**src/rtl/ifu_pkg.sv**
```systemverilog
// Shared types and constants for the instruction fetch unit.
package ifu_pkg;

  typedef enum logic [1:0] {
    REQ  = 2'd0,
    WAIT = 2'd1,
    HOLD = 2'd2
  } state_t;

  localparam logic [31:0] NOP_INST         = 32'h0000_0013;
  localparam logic [31:0] RESET_PC_DEFAULT = 32'h8000_0000;

endpackage

```
**src/rtl/inst_fetch_unit.sv**
```systemverilog
// Instruction fetch stage: one outstanding memory request, one-entry output register to decode.
// Optional IFU_MISALIGN_CHECK_EN turns a misaligned fetch_pc into a faulting NOP without a memory access.
module inst_fetch_unit
  import ifu_pkg::*;
#(
  parameter int                ADDR_W   = 32,
  parameter logic [ADDR_W-1:0] RESET_PC = ADDR_W'(RESET_PC_DEFAULT)
) (
  input  logic              clk,
  input  logic              rst,
  output logic              mem_req_valid,
  input  logic              mem_req_ready,
  output logic [ADDR_W-1:0] mem_req_addr,
  input  logic              mem_rsp_valid,
  input  logic [31:0]       mem_rsp_data,
  input  logic              mem_rsp_err,
  output logic              out_valid,
  input  logic              out_ready,
  output logic [31:0]       out_inst,
  output logic [ADDR_W-1:0] out_pc,
  output logic              out_fault,
  input  logic              redirect_valid,
  input  logic [ADDR_W-1:0] redirect_pc
);

  state_t            state;
  logic [ADDR_W-1:0] fetch_pc;
  logic              drop;
  logic              misaligned;
  logic              req_fire;

`ifdef IFU_MISALIGN_CHECK_EN
  assign misaligned = |fetch_pc[1:0];
`else
  assign misaligned = 1'b0;
`endif

  assign mem_req_valid = (state == REQ) && !misaligned && !rst;
  assign mem_req_addr  = {fetch_pc[ADDR_W-1:2], 2'b00};
  assign req_fire      = mem_req_valid && mem_req_ready;

  // NOTE: all state, including the output register, lives in one clocked block with
  // non-blocking assignments and a synchronous reset; no combinational next-state copy exists.
  always_ff @(posedge clk) begin
    if (rst) begin
      state     <= REQ;
      fetch_pc  <= RESET_PC;
      drop      <= 1'b0;
      out_valid <= 1'b0;
      out_inst  <= NOP_INST;
      out_pc    <= RESET_PC;
      out_fault <= 1'b0;
    end else begin
      case (state)
        REQ: begin
          if (redirect_valid) begin
            fetch_pc <= redirect_pc;
            if (req_fire) begin
              // The in-flight request now targets a stale PC; discard its response.
              state <= WAIT;
              drop  <= 1'b1;
            end
          end else if (req_fire) begin
            state <= WAIT;
          end else if (misaligned) begin
            out_valid <= 1'b1;
            out_fault <= 1'b1;
            out_inst  <= NOP_INST;
            out_pc    <= fetch_pc;
            state     <= HOLD;
          end
        end
        WAIT: begin
          if (redirect_valid) begin
            fetch_pc <= redirect_pc;
            if (mem_rsp_valid) begin
              drop  <= 1'b0;
              state <= REQ;
            end else begin
              drop <= 1'b1;
            end
          end else if (mem_rsp_valid) begin
            if (drop) begin
              drop  <= 1'b0;
              state <= REQ;
            end else begin
              out_valid <= 1'b1;
              out_inst  <= mem_rsp_data;
              out_pc    <= fetch_pc;
              out_fault <= mem_rsp_err;
              state     <= HOLD;
            end
          end
        end
        HOLD: begin
          // A redirect alongside out_ready still delivers the held instruction.
          if (out_ready || redirect_valid) begin
            out_valid <= 1'b0;
            state     <= REQ;
            fetch_pc  <= redirect_valid ? redirect_pc : out_pc + ADDR_W'(4);
          end
        end
        default: state <= REQ;
      endcase
    end
  end

endmodule

```
**config.mk**
```make
export PLATFORM = sky130hd
export DESIGN_NAME = inst_fetch_unit
export DESIGN_NICKNAME = d
export VERILOG_FILES = /design/src/rtl/ifu_pkg.sv /design/src/rtl/inst_fetch_unit.sv
export SDC_FILE = /design/constraint.sdc
export NUM_CORES = 1
export LEC_CHECK = 0
export ABC_AREA = 1
export ABC_CLOCK_PERIOD_IN_PS = 1700
export CAP_MARGIN = 20
export CORE_AREA = 2 2 127 129
export CTS_CLUSTER_SIZE = 12
export DETAILED_ROUTE_END_ITERATION = 6
export DIE_AREA = 0 0 129 131
export REMOVE_ABC_BUFFERS = 1
export SLEW_MARGIN = 20
export SYNTH_ARGS = -nofsm -noshare
export SYNTH_HDL_FRONTEND = slang
export SYNTH_SLANG_ARGS = --single-unit
```
**constraint.sdc**
```tcl
create_clock -name clk -period 1.7 [get_ports clk]
set_input_delay 0.17 -clock clk [delete_from_list [all_inputs] [get_ports clk]]
set_output_delay 0.17 -clock clk [all_outputs]
set_load 0.01 [all_outputs]
```
==> results.txt <==
----------------------------------------------------
[Route]
  Via-to-Cell Ratio ... between 4 and 5
  DRT antenna net count ... 0
  Remaining design rule violation count ... 0
  Wire length on met2 ... 7050 um
  Vias after detailed routing ... 4,974
  First-iteration detailed-routing DRC count ... ~310
  Mean routed wirelength per cell ... about 14 um
  Routed wl met3 ... 1230 um
  Uppermost metal layer occupied by signal nets ... met4
  Post-route met1 wirelength ... 6950 um
  Aggregate routed wire length ... 15,400 um
  Pre-antenna DRT Iters ... 4

[STA]
  Post-layout minimum cycle time ... 1.61 ns
  F_max ... 0.620 GHz
  Count of endpoints failing hold in the final timing report ... 0
  Number of setup violations in the final report ... 0
  PnR worst setup slack ... 0.0858 ns
  Final Slew Violations ... 0
  Layout Skew ... ~0.0064 ns
  Setup repair after global routing missed its margin ... true
  Final critical-path share of the clock period ... 0.950

[Layout]
  Most common cell after layout, fill and taps aside ... clkdlybuf4s50_1
  Final-stage net count ... 929
  Count of antenna diodes in the layout ... 0
  Share of cells above drive strength 1 ... 0.0951
  Commonest non-fill, non-tap cells in the layout ... 166 x clkdlybuf4s50_1, 129 x nor2_1, 125 x nand2_1
  Filler-free cell count of the finished design ... approximately 1,100
  Syn-to-layout area delta ... 45.6%

[Synth]
  Post-synthesis sequential area ratio ... 0.413
  Number of storage elements in the synthesis netlist ... 101
  Area of the mapped netlist ... 4900 um^2
  Number of library cell types mapped by synthesis ... 31
  Area fraction of the dominant cell type after synthesis ... 0.413
  Yosys Warn Count ... 0
  Leading area contributor after synthesis ... dfxtp_1
  Synth area leaders ... dfxtp_1 41%, nor2_1 10%, nand2_1 9.6%
  Mean instance size in the synthesized netlist ... about 7 um^2
  Cell count after synthesis ... 709

[Placement]
  Number of placed instances with taps included ... 1,062
  Post-place setup slack ... -0.0116 ns
  Routability congestion estimate ... 0.788
  Hpwl dp ... 11,300 um
  Number of input and output port buffers inserted ... 167

[Setup path]
  Count of buffering cells on the critical path with inverters included ... 2
  Cell chain of the critical path ... buf_4 > clkdlybuf4s50_1
  Worst Path Class, Setup ... flip-flop to output pin
  CP Launch Point ... out_pc[12]
  Reg-to-reg startpoint ... out_pc[2]
  Highest cell delay on the worst timing path ... 0.53 ns
  Req. time, crit path ... 1.53 ns
  Capturing instance or port of the critical path ... out_pc[12]
  Startpoint type of the worst setup path ... flip-flop
  Critical path arrival ... 1.44 ns
  Worst Reg-to-Reg Cells ... 9
  Critical path fanouts, max ... 4
  Crit. End Element ... output pin
  Cell with the largest stage delay on the worst path ... clkdlybuf4s50_1
  Cell count along the critical path ... 2
  Cell family with the largest share of critical-path delay ... buffers and inverters
  End of the worst register-to-register path ... fetch_pc[20]
  Setup slack of the most critical reg-to-reg path ... 0.12 ns

[Worst hold path]
  Worst Hold Launch ... mem_rsp_data[4]
  Type of the worst min-delay path ... input port to flip-flop
  Cell count of the worst hold path ... 3

[GRT]
  Pin count of the biggest net entering global routing ... 53
  Via count of the first global-routing pass ... 4,758
  Number of antenna violations at the first check in global routing ... 0
  Leftover overflow at the end of global routing ... 0
  First-pass GRT wire length ... 24,700 um
  Gr usage total ... 0.187

[Job]
  Number of max-cap violations ... 0

[CTS]
  TritonCTS clock tree ... yes
  Clk slew on worst S/H paths ... 0.07 ns
  CTS Root Cell ... clkbuf_16
  Longest Clk Path Bufs ... 2
  Setup fix buffers added after clock tree synthesis ... 0
  H-tree level count ... 3
  Inserted Clock Buffers ... 9
  Worst-Skew Late Latency ... 0.35 ns
  Total clock sinks ... 101

[Die]
  Core Area ... ~16,000 um^2
  Overall die height ... about 130 um
  Total I/O pin count ... between 150 and 200
  Total Die Area ... about 17,000 um^2
  Cell Rows ... 46
  Starting density of the core ... 0.314
  Die W ... 129 um

[Power and ir drop]
  Leakage power figure ... 0.00271 uW
  Worst vdd rail ir drop ... 0.686 mV
  Power density normalized to cell area ... 778 nW/um^2

[Status]
  Run status ... complete, no violations

----------------------------------------------------
[state kept, by name, indices dropped and copies added (netlist names)]
register	flops
drop	1
fetch_pc	32
out_fault	1
out_inst	32
out_pc	32
out_valid	1
state	2
[cell families after synthesis]
| kind of cell | Yosys count | synth area share |
|---|---|---|
| and+or+nand+nor | 313 | 0.258 |
| adders and majority gates | 1 | 0.00255 |
| AOI/OAI and AO/OA | 177 | 0.194 |
| muxes | 3 | 0.00613 |
| other | 1 | 0.000765 |
| xor gates and xnor gates | 4 | 0.00715 |
| buffers and inverters | 109 | 0.119 |
| DFF | 101 | 0.413 |
[cells in the mapped netlist]
master	count
nand4_1	1
nor2_4	1
o21a_1	12
nor2_1	132
or2_1	1
inv_2	6
o21bai_1	2
nand2_2	2
a211oi_1	1
nor2_2	2
buf_6	2
xor2_1	2
nor3_1	3
a21oi_1	66
ha_1	1
mux2i_1	3
o21ai_2	2
conb_1	1
o21ai_0	85
xnor2_1	2
or2_2	3
nand2_1	125
inv_1	34
clkbuf_1	14
a21oi_2	4
nand3_1	43
buf_4	37
o21ai_1	4
buf_2	16
dfxtp_1	101
o211a_1	1
[worst min path at each step]
stage,to
after floorplan,fetch_pc[27]
after global placement,out_inst[1]
after detailed placement,out_inst[4]
after CTS,out_inst[4]
after global routing,out_inst[18]
final,out_inst[4]
[per-stage QoR]
stage,cell area [um^2],hold slack (ns),TNS [ns],total power (uW),util
5_1_grt,7130,0.389,-0.0174,5820,0.457
2_1_floorplan,4470,0.232,-46.91,2940,-
6_report,7130,0.387,0,5550,0.457
3_5_place_dp,6830,0.448,-0.0340,3540,0.438
4_1_cts,7120,0.374,0,5620,0.456
3_3_place_gp,6830,0.437,0,3540,0.438
[report_power, final]
part           total, uW  internal, uW  switching [uW]  leakage, uW
Sequential          2600          2490             105     0.000828
Clock               2070          1140             931     0.000138
Combinational        879           503             377      0.00175
[worst min-delay path, stage by stage]
cell and delay, ns:
clkdlybuf4s50_1 0.39, nand2_1 0.06, nand3_1 0.06
[final cells by class]
class	instances	area (um^2)
Sequential cell	101	2030
Clock buffer	10	229
Fill cell	1588	8460
Clock inverter	6	63.8
Tap cell	216	270
Multi-Input combinational cell	500	2310
Timing Repair Buffer	205	2080
Inverter	40	150
[per-layer routing]
metal / up-vias / global-route usage
met4: 0 / 0.0416
met3: 12 / 0.0704
li1: 2571 / -
met2: 152 / 0.304
met1: 2239 / 0.237
met5: - / 0
[what timing repair did]
item	CTS	global route
setup endpoints to repair	1	5
hold buffers	0	0
resized for setup	1	8
No activity file was read; power rests on OpenSTA's default activity.
